## config.mk

```make
export PLATFORM = sky130hd
export DESIGN_NAME = bcd_display_mux
export DESIGN_NICKNAME = d
export VERILOG_FILES = /design/src/rtl/bcd_display_mux.sv
export SDC_FILE = /design/constraint.sdc
export NUM_CORES = 1
export LEC_CHECK = 0
export CORE_MARGIN = 3
export CORE_UTILIZATION = 61
export CTS_CLUSTER_DIAMETER = 30
export DETAILED_ROUTE_END_ITERATION = 6
export DONT_BUFFER_PORTS = 1
export PLACE_DENSITY = 0.77
export SYNTH_ARGS = -nofsm -noshare
export SYNTH_HDL_FRONTEND = slang
export SYNTH_SLANG_ARGS = --single-unit
```

## constraint.sdc

```tcl
create_clock -name clk -period 2.2 [get_ports clk]
set_input_delay 0.33 -clock clk [delete_from_list [all_inputs] [get_ports clk]]
set_output_delay 0.33 -clock clk [all_outputs]
set_load 0.02 [all_outputs]
```

## src/rtl/bcd_display_mux.sv

```systemverilog
// bcd_display_mux: scans a 4-digit packed BCD value onto a common-anode,
// time-multiplexed 7-segment display.
// Features: leading-zero blanking, per-digit decimal points, 8-level
// brightness PWM and a shadow register so a slot's content never changes
// mid-slot.
module bcd_display_mux #(
    parameter int DWELL = 4000,  // clock cycles per digit slot, multiple of 8, >= 16
    parameter int DEAD  = 2      // anode-off cycles at the start of each slot, < DWELL/8
) (
    input  logic        clk,
    input  logic        rst,       // asynchronous, active-low
    input  logic [15:0] din,
    input  logic [3:0]  dp_in,
    input  logic        load,
    input  logic        blank_lz,
    input  logic [2:0]  bright,
    output logic [6:0]  seg_n,
    output logic        dp_n,
    output logic [3:0]  an_n
);

    localparam int CW = $clog2(DWELL + 1);
    localparam logic [CW-1:0] LAST_C = CW'(DWELL - 1);
    localparam logic [CW-1:0] DEAD_C = CW'(DEAD);
    localparam int STEP = DWELL / 8;

    logic [CW-1:0] count_reg;
    logic [1:0]    digit_reg;
    logic [15:0]   shadow_din_reg;
    logic [3:0]    shadow_dp_reg;
    logic [15:0]   disp_din_reg;
    logic [3:0]    disp_dp_reg;
    logic [6:0]    seg_n_reg;
    logic          dp_n_reg;
    logic [3:0]    an_n_reg;

    logic          slot_end;
    logic [3:0]    digit_zero;
    logic [3:0]    blanked;
    logic [CW-1:0] win_end;
    logic          lit;
    logic [3:0]    cur_code;
    logic [6:0]    seg_on;
    logic [6:0]    seg_n_next;
    logic          dp_n_next;
    logic [3:0]    an_n_next;

    assign slot_end = (count_reg == LAST_C);

    // Slot counter and digit index; the digit advances when the slot wraps.
    always_ff @(posedge clk or negedge rst) begin
        if (!rst) begin
            count_reg <= '0;
            digit_reg <= 2'd0;
        end else if (slot_end) begin
            count_reg <= '0;
            digit_reg <= digit_reg + 2'd1;
        end else begin
            count_reg <= count_reg + 1'b1;
        end
    end

    // Shadow register: every load overwrites it, so the last load before a boundary wins.
    always_ff @(posedge clk or negedge rst) begin
        if (!rst) begin
            shadow_din_reg <= 16'h0000;
            shadow_dp_reg  <= 4'h0;
        end else if (load) begin
            shadow_din_reg <= din;
            shadow_dp_reg  <= dp_in;
        end
    end

    // Display register follows the shadow only at slot boundaries; a load in
    // the boundary cycle itself bypasses the shadow so it is not lost.
    always_ff @(posedge clk or negedge rst) begin
        if (!rst) begin
            disp_din_reg <= 16'h0000;
            disp_dp_reg  <= 4'h0;
        end else if (slot_end) begin
            disp_din_reg <= load ? din   : shadow_din_reg;
            disp_dp_reg  <= load ? dp_in : shadow_dp_reg;
        end
    end

    genvar gi;
    generate
        for (gi = 0; gi < 4; gi++) begin : g_zero
            assign digit_zero[gi] = (disp_din_reg[4*gi +: 4] == 4'd0);
        end
    endgenerate

    // A digit is blanked only if it and every digit above it are zero; digit 0 always shows.
    assign blanked[3] = blank_lz & digit_zero[3];
    assign blanked[2] = blanked[3] & digit_zero[2];
    assign blanked[1] = blanked[2] & digit_zero[1];
    assign blanked[0] = 1'b0;

    // Anode window, segment decode and masking for the digit currently scanned.
    always_comb begin
        win_end    = CW'((32'(bright) + 32'd1) * STEP);
        cur_code   = disp_din_reg[{digit_reg, 2'b00} +: 4];
        lit        = (count_reg >= DEAD_C) && (count_reg < win_end) && !blanked[digit_reg];
        seg_on     = 7'h40;
        case (cur_code)
            4'd0:    seg_on = 7'h3F;
            4'd1:    seg_on = 7'h06;
            4'd2:    seg_on = 7'h5B;
            4'd3:    seg_on = 7'h4F;
            4'd4:    seg_on = 7'h66;
            4'd5:    seg_on = 7'h6D;
            4'd6:    seg_on = 7'h7D;
            4'd7:    seg_on = 7'h07;
            4'd8:    seg_on = 7'h7F;
            4'd9:    seg_on = 7'h6F;
            default: seg_on = 7'h40;  // invalid BCD shows a dash
        endcase
        an_n_next  = 4'hF;
        seg_n_next = 7'h7F;
        dp_n_next  = 1'b1;
        if (lit) begin
            an_n_next[digit_reg] = 1'b0;
            seg_n_next           = ~seg_on;
            dp_n_next            = ~disp_dp_reg[digit_reg];
        end
    end

    // Output registers: one cycle of latency from (digit, count) to the pins.
    always_ff @(posedge clk or negedge rst) begin
        if (!rst) begin
            seg_n_reg <= 7'h7F;
            dp_n_reg  <= 1'b1;
            an_n_reg  <= 4'hF;
        end else begin
            seg_n_reg <= seg_n_next;
            dp_n_reg  <= dp_n_next;
            an_n_reg  <= an_n_next;
        end
    end

    assign seg_n = seg_n_reg;
    assign dp_n  = dp_n_reg;
    assign an_n  = an_n_reg;

endmodule

```

==> results.cfg <==
[cts]
htree_levels = 3
clockBufferDepth = 2
clk_pin_slew_worst_paths_ns = 0.08
cts_root_buf = clkbuf_8
cts_tree = yes
clock-sinks = 66
clock_latency_ns = 0.33
cts_made_buffers = 9

[floorplanning]
die_h_um = 83.0
die_area_um2 = 6890
initial_core_util_pct = 64.5
fp.dieW_um = 83.0
core-area_um2 = 5610
rows = 27
ioPinCount = 39

[logic_synthesis]
synth_top_area_cell = dfrtp_1
synth_ff_type = dfrtp_1
synth_edf_count = 0
syn-num-nets = 365
synth-xor-area-share_pct = 4.36
yosysSeqAreaShare_pct = 46.0
synth_top_family_by_area = multiplexers
synth.area.top_cells = dfrtp_1 37%, mux2_2 13%, ha_1 11%
synth_area_per_cell_um2 = 12.1
synth_fa_ha_area_share_pct = 15.3
synth_top_area_share_pct = 37.3
synthArstFlopShare_pct = 100
yosys.area_share.simple_pct = 8.30
ys_ff_latch = 66
syn_inst = 298
synth_mux_area_share_pct = 16.4
synth_compound_area_share_pct = 5.25
synth.distinct_cells = 36
yosysWarnings = 0
syn-cell-area_um2 = 3620

[sta]
fmax_mhz = 285
min_period_ns = 3.50
hold_viol = 0
relSlewSlack_pct = 71.3
rsz0062_at_grt = yes
fin_setup_tns_ns = -15.25
finalWorstSetupSlack_ns = -1.30
whs_ns = 0.164
drv_slew = 0
worstMarginPinSlew_ns = 0.427
fin_worst_skew_ns = 0.0155
post-route-period-util_pct = 159
final-setup-viol-count = 12

[final_layout]
final_common_cell = dfrtp_1
ff_latch_area_um2 = 1670
finalInstanceArea_um2 = 4120
drive_gt1_share_pct = 32.7
final_cell_mix = 54 x dfrtp_1, 41 x mux2_2, 30 x ha_1
antennaDiodeCount = 0
area.growth.synth_to_final_pct = 13.7
final_nets = 389
final_cells = 399
multi_input_area_um2 = 1870
fillers = 393

[detailed_routing]
top_layer_used = met4
drc = 0
ant_nets = 0
via_per_inst = 5.64
route.met2.wl_um = 3440
wl_per_cell_um = 16.7
met1_length_um = 2940
drt_iter0_drc = 94
num_vias = 2251
dr.pass1.iters = 4
dr_wl_met3_um = 227
drt_wl_total_um = 6670

[critical_path]
critPathMaxStageDelay_ns = 0.56
timing.critical_path.buf_inv = 3
r2r_setup_slack_ns = 0.24
cp_slowest_cell = fa_1
path_max_fanout = 10
critPathTopFamily = adder cells
path_depth = 18
path_cells = ha_4, xnor2_4, fa_1, inv_2, fa_1, inv_2, ha_4, a21o_1, a21oi_2, o21bai_1, a21oi_1, xnor2_1, ha_1, and4_1, o21ai_1, nor3b_4, buf_6, o211ai_1
endpoint = seg_n[3]
critPathLaunch = bright[0]
rr_endpoint = seg_n[3]
r2r_cells = 6
startpoint_type = primary input
rr_startpoint = digit_reg[0]
required_ns = 2.43
worstPathArrival_ns = 3.74
path_class = primary input to flop
worst_setup_path_end_kind = flop

[placement]
place_inst = 379
placed_area_um2 = 3850
port_buffers = 0
hpwl_um = 4940
routabilityCongestion = 0.783

[power_and_ir_drop]
p_sw_share_pct = 27.0
p_per_area_nw_per_um2 = 706
power_frac_seq_pct = 45.5
p_total_uw = 2910
internal-power_uw = 2120
ir_drop_uv = 531
p_leak_uw = 0.00192
net-switching-power_uw = 784
power_frac_clock_pct = 33.0
comb_power_share_pct = 21.5

[min_path]
hp-class = primary input to flop

[global_route]
antenna_found_initial = 0
grt_overflow = 0
grt_pass1_wl_um = 11400
grt_use_total_pct = 20.7
grt_pass1_vias = 2327
grt_max_degree = 67

[job]
maxCapViolations = 0

[run_status]
outcome = complete, but fails checks
violations = negative setup slack
==> per-layer routing <==
metal | track usage [%] | up-vias
met5 | 0 | -
li1 | - | 1080
met2 | 35.7 | 45
met3 | 4.96 | 6
met1 | 25.9 | 1120
met4 | 6.09 | 0
==> worst min-delay path by stage <==
stage	to	cells after the start	slack (ns)	from
floorplan	count_reg[0]	0	0.03	rst
CTS	shadow_dp_reg[1]	1	0.15	dp_in[1]
global route	shadow_dp_reg[3]	1	0.14	dp_in[3]
global placement	shadow_dp_reg[0]	0	0.04	rst
detailed placement	shadow_dp_reg[1]	0	0.04	rst
finish	shadow_din_reg[4]	1	0.16	din[4]
==> worst register-to-register path: cells and delay by family (launching register included) <==
kind	cells	cell delay (ns)
adder cells (fa/ha/maj)	1	0.25
AO/OA/AOI/OAI	1	0.18
buffers and inverters	2	0.20
flip-flops	1	0.52
multiplexers	2	0.71
==> synthesized netlist by cell type, drive strengths merged, types with 5 or more instances <==
library cell / count
nand2: 16
mux2: 41
dfrtp: 54
nor2: 15
a21oi: 10
buf: 7
o21ai: 10
mux4: 5
xnor2: 12
nand3: 9
nor4: 6
fa: 7
xor2: 6
dfstp: 12
inv: 26
ha: 33
==> cell type report <==
cell class / count / area share (%)
multi-input cells: 197 / 45.5
flip-flops and latches: 66 / 40.5
repair buffers: 22 / 4.96
clock buffers: 11 / 3.19
inverters: 26 / 2.37
well taps: 72 / 2.19
clock inverters: 5 / 1.34
==> through the flow <==
step	setup slack, ns	util (%)
floorplan	-1.53	-
global placement	-1.49	68.6
detailed placement	-1.65	68.6
CTS	-1.31	73.1
global route	-1.46	73.4
finish	-1.30	73.4
==> logic make-up after synthesis <==
logic type / count (synthesis)
AOI/OAI and AO/OA: 32
xor gates and xnor gates: 18
adders and majority gates: 40
buffers and inverters: 35
DFF: 66
muxes: 48
and+or+nand+nor: 59
==> power by group through the flow <==
stage	clock, uW	sequential, uW	combinational, uW
finish	959	1320	625
floorplan	0	1340	417
global route	1040	1330	711
CTS	971	1320	624
global placement	0	1340	555
detailed placement	0	1350	581
==> what timing repair did <==
action / CTS / global route
hold buffers: 2 / 0
gates resized for setup: 3 / 7
gates cloned: 1 / 0
pin swaps: 10 / 2
endpoints found under the setup margin: 12 / 12
buffers inserted: 1 / 0
endpoints found under the hold margin: 66 / 0
Note: power is estimated with default switching activity, not from simulation.
